`src/rtl/hps_ext_master.sv`:
```
// Host-side master for a strobed 16-bit external bus: one command word, then len data
// words. Each data strobe is followed by a gap whose last cycle captures the responder word.
module hps_ext_master #(
    parameter int STROBE_GAP = 2,
    parameter int IDLE_GAP   = 2
) (
    input  logic        clk_sys,
    input  logic        reset,
    input  logic        req_valid,
    output logic        req_ready,
    input  logic [15:0] req_cmd,
    input  logic [9:0]  req_len,
    input  logic [15:0] wr_data,
    input  logic        wr_valid,
    output logic        wr_ready,
    output logic [15:0] rd_data,
    output logic        rd_valid,
    output logic        done,
    output logic        nack,
    output logic        busy,
    output logic [15:0] ext_io_din,
    output logic        ext_strobe,
    output logic        ext_enable,
    input  logic [15:0] ext_io_dout,
    input  logic        ext_dout_en
);

    typedef enum logic [3:0] {
        IDLE, SETUP, CMD, CMD_GAP, DATA_WAIT, DATA_STROBE, DATA_GAP, FINISH, COOLDOWN
    } state_t;

    localparam logic [3:0] SG_LAST = 4'(STROBE_GAP - 1);
    localparam logic [3:0] IG_LAST = 4'(IDLE_GAP - 1);

    state_t      state;
    logic [15:0] cmd_q;
    logic [9:0]  len_q;
    logic [9:0]  cnt;
    logic [3:0]  gap;

    always_ff @(posedge clk_sys) begin
        if (reset) begin
            state      <= IDLE;
            cmd_q      <= '0;
            len_q      <= '0;
            cnt        <= '0;
            gap        <= '0;
            req_ready  <= 1'b1;
            wr_ready   <= 1'b0;
            rd_data    <= '0;
            rd_valid   <= 1'b0;
            done       <= 1'b0;
            nack       <= 1'b0;
            busy       <= 1'b0;
            ext_io_din <= '0;
            ext_strobe <= 1'b0;
            ext_enable <= 1'b0;
        end else begin
            // Pulse-type outputs default low; din must be zero whenever strobe is low.
            ext_strobe <= 1'b0;
            ext_io_din <= '0;
            wr_ready   <= 1'b0;
            rd_valid   <= 1'b0;
            done       <= 1'b0;
            nack       <= 1'b0;
            case (state)
                IDLE: begin
                    if (req_valid) begin
                        cmd_q      <= req_cmd;
                        len_q      <= req_len;
                        cnt        <= '0;
                        req_ready  <= 1'b0;
                        busy       <= 1'b1;
                        ext_enable <= 1'b1;
                        state      <= SETUP;
                    end
                end
                SETUP: begin
                    ext_strobe <= 1'b1;
                    ext_io_din <= cmd_q;
                    state      <= CMD;
                end
                CMD: begin
                    gap   <= '0;
                    state <= CMD_GAP;
                end
                CMD_GAP: begin
                    if (gap == SG_LAST) begin
                        if (!ext_dout_en || len_q == 10'd0) begin
                            ext_enable <= 1'b0;
                            done       <= 1'b1;
                            nack       <= ~ext_dout_en;
                            state      <= FINISH;
                        end else begin
                            state <= DATA_WAIT;
                        end
                    end else begin
                        gap <= gap + 4'd1;
                    end
                end
                DATA_WAIT: begin
                    if (wr_valid) begin
                        ext_strobe <= 1'b1;
                        ext_io_din <= wr_data;
                        wr_ready   <= 1'b1;
                        state      <= DATA_STROBE;
                    end
                end
                DATA_STROBE: begin
                    cnt   <= cnt + 10'd1;
                    gap   <= '0;
                    state <= DATA_GAP;
                end
                DATA_GAP: begin
                    if (gap == SG_LAST) begin
                        rd_data  <= ext_io_dout;
                        rd_valid <= 1'b1;
                        if (cnt == len_q) begin
                            ext_enable <= 1'b0;
                            done       <= 1'b1;
                            state      <= FINISH;
                        end else begin
                            state <= DATA_WAIT;
                        end
                    end else begin
                        gap <= gap + 4'd1;
                    end
                end
                FINISH: begin
                    gap   <= '0;
                    state <= COOLDOWN;
                end
                COOLDOWN: begin
                    if (gap == IG_LAST) begin
                        req_ready <= 1'b1;
                        busy      <= 1'b0;
                        state     <= IDLE;
                    end else begin
                        gap <= gap + 4'd1;
                    end
                end
                default: state <= IDLE;
            endcase
        end
    end

endmodule

```
`config.mk`:
```
export PLATFORM = sky130hd
export DESIGN_NAME = hps_ext_master
export DESIGN_NICKNAME = d
export VERILOG_FILES = /design/src/rtl/hps_ext_master.sv
export SDC_FILE = /design/constraint.sdc
export NUM_CORES = 1
export LEC_CHECK = 0
export BUFFER_PORTS_ARGS = -buffer_cell sky130_fd_sc_hd__buf_2
export CAP_MARGIN = 15
export CORE_MARGIN = 3
export CORE_UTILIZATION = 40
export CTS_BUF_LIST = sky130_fd_sc_hd__clkbuf_2 sky130_fd_sc_hd__clkbuf_4 sky130_fd_sc_hd__clkbuf_8
export CTS_CLUSTER_SIZE = 14
export DETAILED_ROUTE_END_ITERATION = 6
export PLACE_DENSITY = 0.6
export SYNTH_ARGS = -nofsm -noshare
export SYNTH_HDL_FRONTEND = slang
export SYNTH_SLANG_ARGS = --single-unit
```
`constraint.sdc`:
```
create_clock -name clk_sys -period 2.25 [get_ports clk_sys]
set_input_delay 0.45 -clock clk_sys [delete_from_list [all_inputs] [get_ports clk_sys]]
set_output_delay 0.45 -clock clk_sys [all_outputs]
set_load 0.02 [all_outputs]
```
* Word-level counts from Yosys, hierarchy flattened *
Cells that the tools add are included.

storage, ports and cells
  output and inout bits = 40
  memories = 0
  memory bits (read-only) = 0
  memory bits (writable) = 0
  flip-flop bits (word level) = 84
  input bits = 63
  bits in latches = 0
  word-level logic and storage cells = 94

operators by class
  add/subtract/negate cells = 2
  shifts and indexed selects = 0
  order comparisons = 0
  div/mod/pow operators = 0
  reduce and logical (&&, ||, !) cells = 20
  equality and inequality tests = 18
  multipliers = 0
  bitwise logic cells = 6
  multiplexer cells = 33

operator list
  cell                                                                    number
  4-bit case mux with 9 select lines                                      1
  16-bit case mux with 2 select lines                                     1
  4-bit two-way mux                                                       6
  10-bit case mux with 2 select lines                                     1
  4-bit by 3-bit equality test with 1-bit output (second input constant)  4
  16-bit two-way mux                                                      1
  2-bit != test (second input constant)                                   8
  1-bit two-way mux                                                       14
  10-bit by 1-bit adder with 10-bit output (second input constant)        1
  10-bit equality test                                                    1
  10-bit zero test                                                        1
  10-bit two-way mux                                                      1
  4-bit by 1-bit equality test with 1-bit output (second input constant)  2
  4-bit by 2-bit equality test with 1-bit output (second input constant)  2
  1-bit case mux with 2 select lines                                      4
  4-bit case mux with 2 select lines                                      1
  2-bit AND reduction                                                     4
  1-bit inverter                                                          6
  6-bit AND reduction                                                     1
  2-bit nonzero test                                                      3
  3-bit OR reduction                                                      2
  5-bit AND reduction                                                     1
  4-bit by 1-bit adder with 4-bit output (second input constant)          1
  4-bit equality test (second input constant)                             1
  other kinds (9)                                                         11

* Longest topological paths before layout *
  word-level depth = 5
  mapped depth = 8
  gate-level depth less buffers = 6

* Worst setup path after synthesis *
No wires, ideal clock.

  path kind = register to register
  from = register gap[0]
  to = register rd_data[10]
  path buffers = 2
  clock period less this slack = 1.732 ns
  stages on the path, launching flop included = 8
  data arrival time = 1.662 ns
  setup time = 0.071 ns
  required time = 2.179 ns
  slack = 0.518 ns
  cell sequence = dfxtp_1 > ha_1 > or3b_1 > buf_6 > nor4_4 > buf_6 > nand2_1 > a21oi_1

between the ends
  word-level cells in the longest chain between the ends = 2

ends and longest elaborated chain
  what                                            RTL line  RTL
  start: declaration                              39        logic [3:0] gap;
  start signal: assignment                        98        gap <= gap + 4'd1;
  start signal: assignment                        126       gap <= gap + 4'd1;
  start signal: assignment                        139       gap <= gap + 4'd1;
  4-bit by 1-bit equality test with 1-bit output  115       if (gap == SG_LAST) begin
  2-bit AND reduction (no line)                   -
  end signal: assignment                          116       rd_data <= ext_io_dout;
  end: declaration                                16        output logic [15:0] rd_data,

Every way passes these cells.
A chain may end at the register's enable or synchronous reset.

* Worst setup path in the final report *
  from = register gap[0]
  to = register rd_data[12]

Same word-level chain as after synthesis.

==> flow_metrics.py <==
metrics = {
    "timing": {
        "max_freq_ghz": 0.526,
        "finClkSkew_ps": 9.18,
        "slew_violations": 0,
        "setup_ws_ps": 350,
        "worstMarginPinSlew_ps": 588,
        "grt_setup_unrepaired": "no",
        "setup_tns_ps": 0,
        "finalCritPeriodShare_pct": 84.4,
        "max_slew_margin_pct": 60.6,
        "period_minus_slack_ps": 1900,
        "hold_viol": 0,
        "setup_viol": 0,
    },
    "floorplanning": {
        "die_w_um": 99.8,
        "initial_utilization_pct": 42.0,
        "rows": 33,
        "core_area_sq_um": 8380,
        "pin_count": 103,
        "dieHeight_um": 99.8,
        "die-area_sq_um": 9970,
    },
    "global_route": {
        "grtUsageTotal_pct": 17.5,
        "antenna_found_initial": 0,
        "grt_max_degree": 33,
        "grt_pass1_wl_mm": 14.0,
        "grt_overflow": 0,
        "grt_pass1_vias": 3081,
    },
    "layout": {
        "drive_above_1_share_pct": 27.2,
        "fillers": 843,
        "seq_area_sq_um": 1680,
        "layout.nets": 580,
        "antenna_cells": 0,
        "multi_input_area_sq_um": 1680,
        "synthToLayoutAreaGrowth_pct": 23.2,
    },
    "drt": {
        "postRouteAntennaNets": 0,
        "viasPerCell": 5.11,
        "vias": 3187,
        "wl_mm": 8.70,
        "wl_per_cell_um": 13.9,
        "drtPass1Iterations": 4,
        "drt-initial-drc-count": 102,
        "drc_errors": 0,
    },
    "setup_path": {
        "crit_required_ps": 2530,
        "cp_top_family": "simple AND/OR/NAND/NOR gates",
        "cp_max_fo": 16,
        "endpoint_kind": "register",
        "worstPathCellList": "ha_1 -> or3b_1 -> nor4_4 -> buf_4 -> nand2_1 -> a21oi_1",
        "path_buf_inv": 1,
        "cp-start-kind": "register",
        "slowest_delay_ps": 530,
        "crit_slowest_cell": "or3b_1",
        "arrival_ps": 2180,
        "crit_type": "reg -> reg",
    },
    "clock_tree": {
        "cts_inserted_buffers": 9,
        "htree_levels": 3,
        "cts_tree": "done",
        "root_buffer": "clkbuf_8",
        "clk_latency_ps": 350,
        "cts_buffer_depth": 2,
        "cts_sinks": 84,
        "cts_resized": 0,
        "path_clk_slew_ps": 90,
        "cts.hold.buffers_added": 0,
        "cts_setup_buffers": 0,
    },
    "placement": {
        "place_congestion": 0.811,
        "io_buffers": 102,
        "hpwl_mm": 6.23,
        "dp_slack_ps": 358,
    },
    "synth": {
        "syn-num-nets": 482,
        "ys_types": 51,
        "avgSynthCellArea_sq_um": 8.47,
        "ys_seq_area_share_pct": 47.7,
        "syn_area_sq_um": 3520,
        "synth_cells": 416,
        "synth_edf_count": 0,
        "synth-seq-cells": 84,
        "yosys_most_used_dff": "dfxtp_1",
        "yosysWarnings": 0,
        "synthArstFlopShare_pct": 0,
    },
    "run": {
        "max_cap_viol_count": 0,
    },
    "power_and_ir_drop": {
        "p_per_area_nw_per_um2": 776,
        "p_leak_nw": 1.80,
        "peakVddDrop_uv": 509,
    },
    "run_status": {
        "status": "complete, no violations",
    },
    "hold_path": {
        "hold_path.class": "in -> reg",
    },
}
## sequential cells by signal (all words and copies together) (netlist names)
signal      cells
ext_strobe      1
rd_valid        1
req_ready       1
state           4
done            1
nack            1
rd_data        16
gap             4
len_q          10
cmd_q          16
ext_io_din     16
wr_ready        1
busy            1
cnt            10
ext_enable      1
## where the power goes
part           internal (mW)  switching [mW]  leakage (nW)
Sequential              1.57          0.0810         0.682
Clock                  0.535           0.564        0.0969
Combinational          0.249           0.366          1.02
## logic make-up (layout without fill, tap and decap cells)
logic type / after synthesis / count (layout) / synth area share (%)
AO/OA/AOI/OAI: 97 / 97 / 16.3
XOR/XNOR: 14 / 14 / 3.48
adder cells (fa/ha/maj): 3 / 3 / 1.07
buffers and inverters: 34 / 137 / 4.69
flip-flops: 84 / 84 / 47.7
multiplexers: 2 / 2 / 0.604
AND/OR/NAND/NOR: 182 / 182 / 26.1
## placed cells by master, fill, tap and decap left out, types with 5 or more instances in the layout
cell type    n
buf_2      102
nand2_1     97
dfxtp_1     84
a21oi_1     57
nor2_1      29
a22oi_1     16
xor2_1      13
buf_4       13
nand3_1     10
clkbuf_8     9
nor3_1       7
inv_1        5
or3_1        5
o21ai_0      5
## per-stage QoR
step                      hold slack [ps]  area [sq um]  util, %  instances  total power, mW
after floorplan                       436          3520        -        416             2.10
after global placement                441          4140     49.3        608             2.30
after detailed placement              445          4140     49.3        608             2.31
after CTS                             296          4340     51.8        624             3.41
after global routing                  315          4340     51.8        624             3.55
final                                 318          4340     51.8        624             3.37
## Yosys cell counts, types with 2 or more instances
| cell | number | area, sq um |
|---|---|---|
| nor4_1 | 2 | 12.5 |
| nor3_1 | 7 | 35.0 |
| nor4b_1 | 2 | 17.5 |
| or4_1 | 4 | 30.0 |
| clkbuf_1 | 15 | 56.3 |
| a31oi_1 | 4 | 25.0 |
| nand4b_1 | 2 | 17.5 |
| o21ai_0 | 5 | 25.0 |
| nand3_1 | 10 | 50.1 |
| inv_1 | 5 | 18.8 |
| buf_2 | 9 | 45.0 |
| o211ai_1 | 3 | 22.5 |
| nand2_1 | 97 | 364 |
| nand3b_1 | 3 | 22.5 |
| nor2b_1 | 3 | 18.8 |
| or3_1 | 5 | 31.3 |
| ha_1 | 3 | 37.5 |
| nor2_1 | 29 | 109 |
| a311oi_1 | 2 | 17.5 |
| xor2_1 | 13 | 114 |
| and3_1 | 4 | 25.0 |
| a21oi_1 | 57 | 285 |
| nand4_1 | 2 | 12.5 |
| a211oi_1 | 3 | 22.5 |
| buf_6 | 3 | 33.8 |
| dfxtp_1 | 84 | 1680 |
| a22oi_1 | 16 | 120 |
## final cells by class
cell class | instances | share of cell area [%]
well taps | 105 | 3.03
inverters | 5 | 0.433
multi-input cells | 298 | 38.6
repair buffers | 116 | 14.5
clock buffers | 10 | 3.03
flip-flops and latches | 84 | 38.8
clock inverters | 6 | 1.64
## layer usage
metal,vias to the layer above,track usage (%),part of all wire (%)
li1,1643,-,-
met1,1460,20.8,42
met2,78,30.8,52
met3,6,4.45,5.4
met4,0,5.36,0.78
met5,-,0,0
## worst paths after layout
path / startpoint / cells past startpoint / slack [ps] / end
setup / recovery: gap[0]$_SDFFE_PP0P_ / 6 / 350 / rd_data[12]$_SDFFE_PP0P_
hold reg to reg: rd_data[0]$_SDFFE_PP0P_ / 2 / 460 / rd_data[0]$_SDFFE_PP0P_
setup reg to reg: gap[0]$_SDFFE_PP0P_ / 6 / 350 / rd_data[12]$_SDFFE_PP0P_
hold / removal: ext_dout_en / 2 / 320 / nack$_SDFF_PP0_
(Power assumes the default switching activity.)
